### src/rtl/srec_loader_if.sv
// srec_loader_if: character stream in, byte write strobes out
interface srec_loader_if #(
  parameter int ADDR_W = 16
) ();
  logic [7:0]        rx_data;
  logic              rx_valid;
  logic              rx_ready;
  logic [ADDR_W-1:0] mem_addr;
  logic [7:0]        mem_data;
  logic              mem_we;
  modport master (output rx_data, rx_valid, input rx_ready, mem_addr, mem_data, mem_we);
  modport slave (input rx_data, rx_valid, output rx_ready, mem_addr, mem_data, mem_we);
endinterface

### src/rtl/srec_loader.sv
// srec_loader: S19 record parser writing program memory; SREC_LOWERCASE_EN also accepts 's' and 'a'-'f'
module srec_loader #(
  parameter int ADDR_W = 16,
  parameter int LOAD_OFFSET = 0
) (
  input  logic        Clock,
  input  logic        Reset_n,
  srec_loader_if.slave bus,
  output logic [15:0] start_addr,
  output logic        done,
  output logic        error,
  output logic [1:0]  err_code
);
  typedef enum logic [2:0] {IDLE, TYPE, HEX_HI, HEX_LO, DONE, ERR} state_t;
  state_t            state;
  logic [1:0]        rtype;
  logic [3:0]        hi, nib;
  logic [7:0]        c, b, idx, count, sum, addr_hi;
  logic [15:0]       rec_addr;
  logic [ADDR_W-1:0] wptr;
  logic              dig, lc, is_hex, is_s, is_ws;
  logic [1:0]        ec;
  assign c = bus.rx_data;
  assign dig = c >= 8'h30 && c <= 8'h39;
`ifdef SREC_LOWERCASE_EN
  assign lc = c >= 8'h61 && c <= 8'h66;
  assign is_s = c == 8'h53 || c == 8'h73;
`else
  assign lc = 1'b0;
  assign is_s = c == 8'h53;
`endif
  assign is_hex = dig || lc || (c >= 8'h41 && c <= 8'h46);
  // letters 'A'/'a' have low nibble 1, so adding 9 yields 10..15
  assign nib = dig ? c[3:0] : c[3:0] + 4'd9;
  assign b = {hi, nib};
  assign is_ws = c == 8'h0A || c == 8'h0D || c == 8'h20;
  // error cause raised by the character currently offered; 0 means it is legal
  always_comb begin
    ec = state == IDLE ? (is_s || is_ws ? 2'd0 : 2'd1)
       : state == TYPE ? (c == 8'h30 || c == 8'h31 || c == 8'h39 ? 2'd0 : 2'd3)
       : state == HEX_HI ? (is_hex ? 2'd0 : 2'd1)
       : state == HEX_LO ? (!is_hex ? 2'd1
                          : idx == 8'd0 && (b < 8'd3 || (rtype == 2'd2 && b != 8'd3)) ? 2'd3
                          : idx != 8'd0 && idx == count && b != ~sum ? 2'd2 : 2'd0)
       : 2'd0;
  end
  // record FSM; data bytes of S1 records are written as soon as they complete
  always_ff @(posedge Clock or negedge Reset_n) begin
    if (!Reset_n) begin
      state        <= IDLE;
      rtype        <= 2'd0;
      hi           <= 4'd0;
      idx          <= 8'd0;
      count        <= 8'd0;
      sum          <= 8'd0;
      addr_hi      <= 8'd0;
      rec_addr     <= 16'd0;
      wptr         <= '0;
      bus.rx_ready <= 1'b1;
      bus.mem_we   <= 1'b0;
      bus.mem_addr <= '0;
      bus.mem_data <= 8'd0;
      start_addr   <= 16'd0;
      done         <= 1'b0;
      error        <= 1'b0;
      err_code     <= 2'd0;
    end else begin
      bus.mem_we <= 1'b0;
      if (bus.rx_valid && bus.rx_ready) begin
        if (ec != 2'd0) begin
          state        <= ERR;
          error        <= 1'b1;
          err_code     <= ec;
          bus.rx_ready <= 1'b0;
        end else begin
          case (state)
            IDLE: if (is_s) state <= TYPE;
            TYPE: begin
              rtype <= c == 8'h39 ? 2'd2 : {1'b0, c[0]};
              idx   <= 8'd0;
              sum   <= 8'd0;
              state <= HEX_HI;
            end
            HEX_HI: begin
              hi    <= nib;
              state <= HEX_LO;
            end
            HEX_LO: begin
              state <= HEX_HI;
              idx   <= idx + 8'd1;
              sum   <= sum + b;
              if (idx == 8'd0) count <= b;
              else if (idx == count) begin
                state <= rtype == 2'd2 ? DONE : IDLE;
                if (rtype == 2'd2) begin
                  start_addr   <= rec_addr;
                  done         <= 1'b1;
                  bus.rx_ready <= 1'b0;
                end
              end else if (idx == 8'd1) addr_hi <= b;
              else if (idx == 8'd2) begin
                rec_addr <= {addr_hi, b};
                wptr     <= ADDR_W'({addr_hi, b}) + ADDR_W'(LOAD_OFFSET);
              end else if (rtype == 2'd1) begin
                bus.mem_we   <= 1'b1;
                bus.mem_addr <= wptr;
                bus.mem_data <= b;
                wptr         <= wptr + 1'b1;
              end
            end
            default: ;
          endcase
        end
      end
    end
  end
endmodule
### src/flat_wrapper.sv
// flat-port wrapper written by rule: the top's interface ports become plain ports
module srec_loader_flat 
#(
  parameter int ADDR_W = 16,
  parameter int LOAD_OFFSET = 0
)
  (Clock, Reset_n, start_addr, done, error, err_code, bus_rx_data, bus_rx_valid, bus_rx_ready, bus_mem_addr, bus_mem_data, bus_mem_we);
  srec_loader_if #(.ADDR_W(ADDR_W)) bus_i ();
  input  logic Clock;
  input  logic Reset_n;
  output logic [15:0] start_addr;
  output logic done;
  output logic error;
  output logic [1:0] err_code;
  input wire logic [$bits(bus_i.rx_data)-1:0] bus_rx_data;
  input wire logic [$bits(bus_i.rx_valid)-1:0] bus_rx_valid;
  output wire logic [$bits(bus_i.rx_ready)-1:0] bus_rx_ready;
  output wire logic [$bits(bus_i.mem_addr)-1:0] bus_mem_addr;
  output wire logic [$bits(bus_i.mem_data)-1:0] bus_mem_data;
  output wire logic [$bits(bus_i.mem_we)-1:0] bus_mem_we;
  assign bus_i.rx_data = bus_rx_data;
  assign bus_i.rx_valid = bus_rx_valid;
  assign bus_rx_ready = bus_i.rx_ready;
  assign bus_mem_addr = bus_i.mem_addr;
  assign bus_mem_data = bus_i.mem_data;
  assign bus_mem_we = bus_i.mem_we;
  srec_loader #(.ADDR_W(ADDR_W), .LOAD_OFFSET(LOAD_OFFSET)) u_core (.Clock(Clock), .Reset_n(Reset_n), .bus(bus_i), .start_addr(start_addr), .done(done), .error(error), .err_code(err_code));
endmodule
### config.mk
export PLATFORM = sky130hd
export DESIGN_NAME = srec_loader_flat
export DESIGN_NICKNAME = d
export VERILOG_FILES = /design/src/rtl/srec_loader_if.sv /design/src/rtl/srec_loader.sv /design/src/flat_wrapper.sv
export SDC_FILE = /design/constraint.sdc
export NUM_CORES = 1
export LEC_CHECK = 0
export ABC_CLOCK_PERIOD_IN_PS = 6950
export CAP_MARGIN = 20
export CORE_MARGIN = 5
export CORE_UTILIZATION = 45
export DETAILED_ROUTE_END_ITERATION = 10
export PLACE_DENSITY = 0.68
export SYNTH_ARGS = -nofsm -noshare
export SYNTH_HDL_FRONTEND = slang
export SYNTH_SLANG_ARGS = --single-unit
### constraint.sdc
create_clock -name Clock -period 6.95 [get_ports Clock]
set_clock_uncertainty 0.15 [all_clocks]
set_input_delay 1.0425 -clock Clock [delete_from_list [all_inputs] [get_ports Clock]]
set_output_delay 1.0425 -clock Clock [all_outputs]
set_load 0.005 [all_outputs]
## Yosys cells after proc, flatten, opt, wreduce, memory -nomap -nowiden

Cells that the tools add are included.

| operators by class | value |
|---|---|
| $add $sub $neg | 4 |
| $mul | 0 |
| divide/modulo/power cells | 0 |
| order comparisons | 5 |
| eq/ne operators | 19 |
| shift-type cells | 0 |
| mux-type cells | 35 |
| bitwise logic cells | 6 |
| reduce and logical (&&, ||, !) cells | 36 |

Operators by type and width:

| cell | number |
|---|---|
| 8-bit by 6-bit equality test with 1-bit output, second input constant | 4 |
| 16-bit 2-to-1 mux | 2 |
| 8-bit one-hot mux with 2 select lines | 2 |
| 2-bit 2-to-1 mux | 9 |
| 16-bit by 1-bit adder with 16-bit output, second input constant | 1 |
| 8-bit by 4-bit equality test with 1-bit output, second input constant | 2 |
| 1-bit 2-to-1 mux | 15 |
| 3-bit 2-to-1 mux | 5 |
| 7-bit AND reduction | 2 |
| 3-bit one-hot mux with 4 select lines | 1 |
| 3-bit AND reduction | 4 |
| 6-bit AND reduction | 2 |
| 2-bit nonzero test | 6 |
| 8-bit by 1-bit adder with 8-bit output, second input constant | 1 |
| 8-bit adder | 1 |
| 8-bit by 1-bit equality test with 1-bit output, second input constant | 1 |
| 8-bit by 2-bit equality test with 1-bit output, second input constant | 1 |
| 8-bit by 7-bit equality test with 1-bit output, second input constant | 1 |
| 8-bit equality test | 1 |
| 8-bit by 6-bit greater-or-equal comparator with 1-bit output, second input constant | 1 |
| 8-bit by 7-bit greater-or-equal comparator with 1-bit output, second input constant | 1 |
| 8-bit by 6-bit <= comparator with 1-bit output, second input constant | 1 |
| 8-bit by 7-bit <= comparator with 1-bit output, second input constant | 1 |
| 8-bit zero test | 1 |
| other kinds (22) | 39 |

| storage, ports and cells | value |
|---|---|
| register bits after elaboration | 119 |
| bits in latches | 0 |
| memory bits (writable) | 0 |
| memory bits (read-only) | 0 |
| input bits | 11 |
| output and inout port bits | 46 |
| logic and storage cells | 122 |
| memories kept | 0 |

## Depth between registers and ports, before layout

| logic depth | value |
|---|---|
| word-level depth | 16 |
| mapped depth | 16 |
| depth with buffers taken out | 15 |

## Least setup slack after synthesis

Ideal clock, no wire load.

| timing path | value |
|---|---|
| path type | input-to-reg |
| start point | in bus_rx_data[1] |
| end point | reg u_core.start_addr[0] |
| library setup time | 0.127 ns |
| arrival | 3.888 ns |
| required time | 6.673 ns |
| setup slack | 2.784 ns |
| stages on the path | 14 |
| path buffers | 1 |
| cell sequence | inv_1 ha_1 o21bai_1 a21oi_1 xnor2_1 ha_1 nand4_1 or3_1 o21ai_0 o41a_1 nand2_1 nor4_4 buf_6 mux2_1 |

| on the way | value |
|---|---|
| cells in the longest elaborated chain, start to end | 16 |
| elaborated cells between the ends (all ways) | 41 |
| those cells by class | add/sub (1); order compare (5); eq/ne (9); mux (11); bitwise (1); reduce/logical (14) |

Ends and longest elaborated chain:

| what | RTL line | text |
|---|---|---|
| from (decl) | flat_wrapper.sv:15 | `input wire logic [$bits(bus_i.rx_data)-1:0] bus_rx_data;` |
| 8-bit by 6-bit greater-or-equal comparator with 1-bit output or 8-bit by 6-bit <= comparator with 1-bit output (tied branches) | srec_loader.sv:24 | `assign dig = c >= 8'h30 && c <= 8'h39;` |
| 1-bit logical AND (*) | srec_loader.sv:24 |  |
| 4-bit 2-to-1 mux (*) | srec_loader.sv:34 | `assign nib = dig ? c[3:0] : c[3:0] + 4'd9;` |
| via u_core.nib[0] | srec_loader.sv:17 | `logic [3:0] hi, nib;` |
| branches (longest 4 deep; another with 8-bit by 2-bit less-than comparator with 1-bit output) | - |  |
| 2-bit 2-to-1 mux (*) | srec_loader.sv:43 | `: idx == 8'd0 && (b < 8'd3 \|\| (rtype == 2'd2 && b != 8'd3)) ? 2'd3` |
| 2-bit 2-to-1 mux (*) (2 in a row) | srec_loader.sv:42 | `: state == HEX_LO ? (!is_hex ? 2'd1` |
| 2-bit 2-to-1 mux (*) | srec_loader.sv:41 | `: state == HEX_HI ? (is_hex ? 2'd0 : 2'd1)` |
| 2-bit 2-to-1 mux (*) | srec_loader.sv:40 | `: state == TYPE ? (c == 8'h30 \|\| c == 8'h31 \|\| c == 8'h39 ? 2'd0 : 2'd3)` |
| 2-bit 2-to-1 mux (*) | srec_loader.sv:39 | `ec = state == IDLE ? (is_s \|\| is_ws ? 2'd0 : 2'd1)` |
| 2-bit nonzero test (*) | srec_loader.sv:70 | `if (ec != 2'd0) begin` |
| 1-bit inverter (no line) (*) | - |  |
| 6-bit AND reduction (no line) (*) | - |  |
| to (signal assigned) | srec_loader.sv:96 | `start_addr <= rec_addr;` |
| to (decl) | srec_loader.sv:9 | `output logic [15:0] start_addr,` |

Mark *: on every way through the listed nets, which the timed path passes.
A chain may end at the register's enable or synchronous reset.

## Worst setup path after layout

| timing path | value |
|---|---|
| start point | in bus_rx_data[0] |
| end point | reg u_core.sum[2] |

| on the way | value |
|---|---|
| cells in the longest elaborated chain, start to end | 16 |
| elaborated cells between the ends (all ways) | 43 |
| those cells by class | add/sub (2); order compare (5); eq/ne (9); mux (12); bitwise (1); reduce/logical (14) |

Ends and longest elaborated chain:

| what | RTL line | text |
|---|---|---|
| 8-bit by 6-bit greater-or-equal comparator with 1-bit output or 8-bit by 6-bit <= comparator with 1-bit output (tied branches) | srec_loader.sv:24 |  |
| 1-bit logical AND | srec_loader.sv:24 |  |
| 4-bit 2-to-1 mux (*) | srec_loader.sv:34 |  |
| via u_core.nib[0] | srec_loader.sv:17 |  |
| branches (longest 13 deep; another with 8-bit by 2-bit less-than comparator with 1-bit output) | - |  |
| to (signal assigned) | srec_loader.sv:91 | `sum <= sum + b;` |
| to (decl) | srec_loader.sv:18 | `logic [7:0] c, b, idx, count, sum, addr_hi;` |

Marks and branches as above.

==> metrics.cfg <==
[status]
status = complete, no violations

[pwr]
total_power_mw = 1.650
power.density_nw_per_um2 = 224.0
p_leak_nw = 3.419
ir_drop_mv = 0.1454

[drt]
wl_per_cell_um = 17.59
routed_via_density = 5.656
vias = 4457
antenna_left = 0
dr.pass1.iters = 4
drc = 0
wl_mm = 13.86
drt_first_iter_violations = 309

[setup_path]
crit_path_cell_trace = clkdlybuf4s50_1 > inv_1 > ha_1 > o21bai_1 > a21oi_1 > xnor2_1 > ha_1 > nand4_1 > or3_1 > o21ai_0 > o41a_1 > nand3_1 > or2_1 > o41ai_1
critical_path_peak_fanout = 15
critPathBufInv = 2
startpoint_type = primary input
cp.arrival_ns = 5.43
worstRegToRegCells = 6
critPathRequiredTime_ns = 7.12
end_kind = flip-flop
crit_family = simple AND/OR/NAND/NOR gates
crit_end = u_core.sum[2]
critPathMaxStageDelay_ns = 0.62
cp_num_cells = 14
ff2ff_setup_slack_ns = 3.05
reg2reg_from = u_core.state[1]
worst-setup-path-type = primary input to flip-flop
critPathMostFrequentCell = ha_1
crit_slowest_cell = xnor2_1
critPathLaunch = bus_rx_data[0]
r2r_end = u_core.bus.mem_data[2]

[logic_synthesis]
synth_edf_count = 0
synth_ff_type = dfrtp_1
syn-num-nets = 571
yosysWarnings = 0
synth_area_um2 = 6040
synthArstFlopShare_pct = 100.0
synth_top_area_cell = dfrtp_1
ys_ff_latch = 119
avgSynthCellArea_um2 = 11.14
synth_top_area_share_pct = 48.89
synthTopCellsByArea = dfrtp_1 49%, mux2_2 11%, ha_1 3.5%
synth.distinct_cells = 73
postSynthCellCount = 542
ys_seq_area_share_pct = 49.33

[timing]
slew_viol_final = 0
setup_viol = 0
rsz0062_at_grt = no
hold_viol = 0
fmax_mhz = 190.0
slew_headroom_pct = 31.55
tightest_slew_ns = 1.026
fin_crit_sh_pct = 75.72
tns_ns = 0
min_period_ns = 5.263

[global_routing]
grt_pass1_vias = 4483
grt_max_degree = 68
overflow = 0
antenna_found_initial = 0
grt_first_pass_wirelength_mm = 23.01
track_usage_pct = 18.20

[placed_design]
port_buffers = 56
dp_hpwl_mm = 9.616
gp_congestion = 0.8786

[layout]
area_growth_pct = 21.94
finalNetCount = 628
num_antenna_cells = 0
drive_gt1_share_pct = 18.95

[clock_tree]
clk_pin_slew_ns = 0.06
cts-root-buf = clkbuf_16
insertion_delay_ns = 0.42
cts_buffer_depth = 2
cts.sinks = 119
cts_tree = built
hold_buffers = 0
cts_resized = 0
htreeDepth = 4
cts_buffers = 17
post_cts_buffers = 0

[hold_path]
hp-class = flip-flop to flip-flop

[floorplan]
start_util_pct = 45.79
coreArea_um2 = 13190
die_h_um = 125.9
ioPinCount = 57
dieArea_um2 = 15840
rows = 42
die_x_um = 125.9

[job]
max_cap_viol_count = 0

flip-flops by register name (all words and copies together), names as in the netlist, 2 cells and up:
register,count
u_core.bus.mem_addr,16
u_core.rec_addr,16
u_core.start_addr,16
u_core.wptr,16
u_core.addr_hi,8
u_core.bus.mem_data,8
u_core.count,8
u_core.idx,8
u_core.sum,8
u_core.hi,4
u_core.state,3
u_core.err_code,2
u_core.rtype,2
cell usage after synthesis (3+ instances only):
cell type / count
xnor2_1: 5
or3_1: 3
a21oi_1: 39
nand3b_1: 4
nand3_1: 20
o311ai_1: 3
ha_1: 17
dfrtp_1: 118
mux2_2: 60
nor2_1: 18
buf_1: 3
mux2_1: 12
buf_6: 3
and3_1: 6
o22ai_1: 7
xor2_1: 10
nand4_1: 10
o21bai_1: 3
nor2b_1: 7
or2_2: 5
clkbuf_1: 8
nand2b_1: 7
inv_1: 14
a21o_1: 4
o21ai_0: 38
o31ai_1: 6
nand2_1: 39
a211o_1: 3
nor4_1: 7
buf_2: 7
final cells by class:
cell class	count	area, um2
Fill cell	1097	5826
Inverter	15	56.30
Timing Repair Buffer	61	619.3
Clock buffer	18	439.2
Clock inverter	14	171.4
Sequential cell	119	2979
Multi-Input combinational cell	385	2879
Tap cell	176	220.2
layout by cell type (no fill, tap or decap), drive strengths merged, types with 4 or more instances in the layout:
cell,n
clkinv,5
o21ai,39
nand2b,7
o31ai,6
clkbuf,18
a21o,4
dfrtp,118
nand3,21
mux2,72
nor4,8
inv,18
nor2b,7
nand3b,4
a21oi,39
o22ai,7
ha,17
xor2,10
clkdlybuf4s50,55
o311ai,4
a31oi,4
nand2,39
buf,6
nor2,19
or2,6
nand4,10
and3,6
xnor2,5
through the flow:
step / std cells / hold slack, ns / setup WS, ns / util (%) / area, um2
6_report: 788 / 0.3224 / 1.687 / 55.83 / 7365
5_1_grt: 788 / 0.3489 / 1.347 / 55.83 / 7365
4_1_cts: 787 / 0.3277 / 1.651 / 55.63 / 7337
3_5_place_dp: 755 / 0.3146 / 1.176 / 51.00 / 6726
3_3_place_gp: 754 / 0.3038 / 1.210 / 50.91 / 6715
2_1_floorplan: 542 / 0.3022 / 2.784 / - / 6040
routing by layer:
layer | wire length (um) | track usage (%) | vias up
li1 | - | - | 2113
met4 | 240 | 6.246 | 0
met5 | 0 | 0 | -
met1 | 6373 | 24.21 | 2223
met3 | 649 | 5.038 | 22
met2 | 6598 | 28.89 | 99
worst min path at each step:
stage,start,endpoint,slack [ns],cells past startpoint
after global routing,u_core.rec_addr[11],u_core.rec_addr[11],0.35,1
final,u_core.done,u_core.done,0.32,1
after floorplan,u_core.rec_addr[10],u_core.rec_addr[10],0.30,1
after detailed placement,u_core.done,u_core.done,0.31,1
after global placement,u_core.done,u_core.done,0.30,1
after CTS,u_core.done,u_core.done,0.33,1
where the power goes:
part / switching [mW] / internal, mW / leakage, nW
Combinational: 0.0360 / 0.0150 / 1.49
Sequential: 0 / 0.693 / 1.64
Clock: 0.331 / 0.574 / 0.293
Total: 0.367 / 1.28 / 3.42
kinds of logic after synthesis:
family	share of synthesized area [%]
AOI/OAI and AO/OA	14.27
xor gates and xnor gates	2.175
adders and majority gates	3.853
buffers and inverters	3.004
DFF	49.33
muxes	13.42
and+or+nand+nor	13.94
Power figures use the tool's default switching activity.
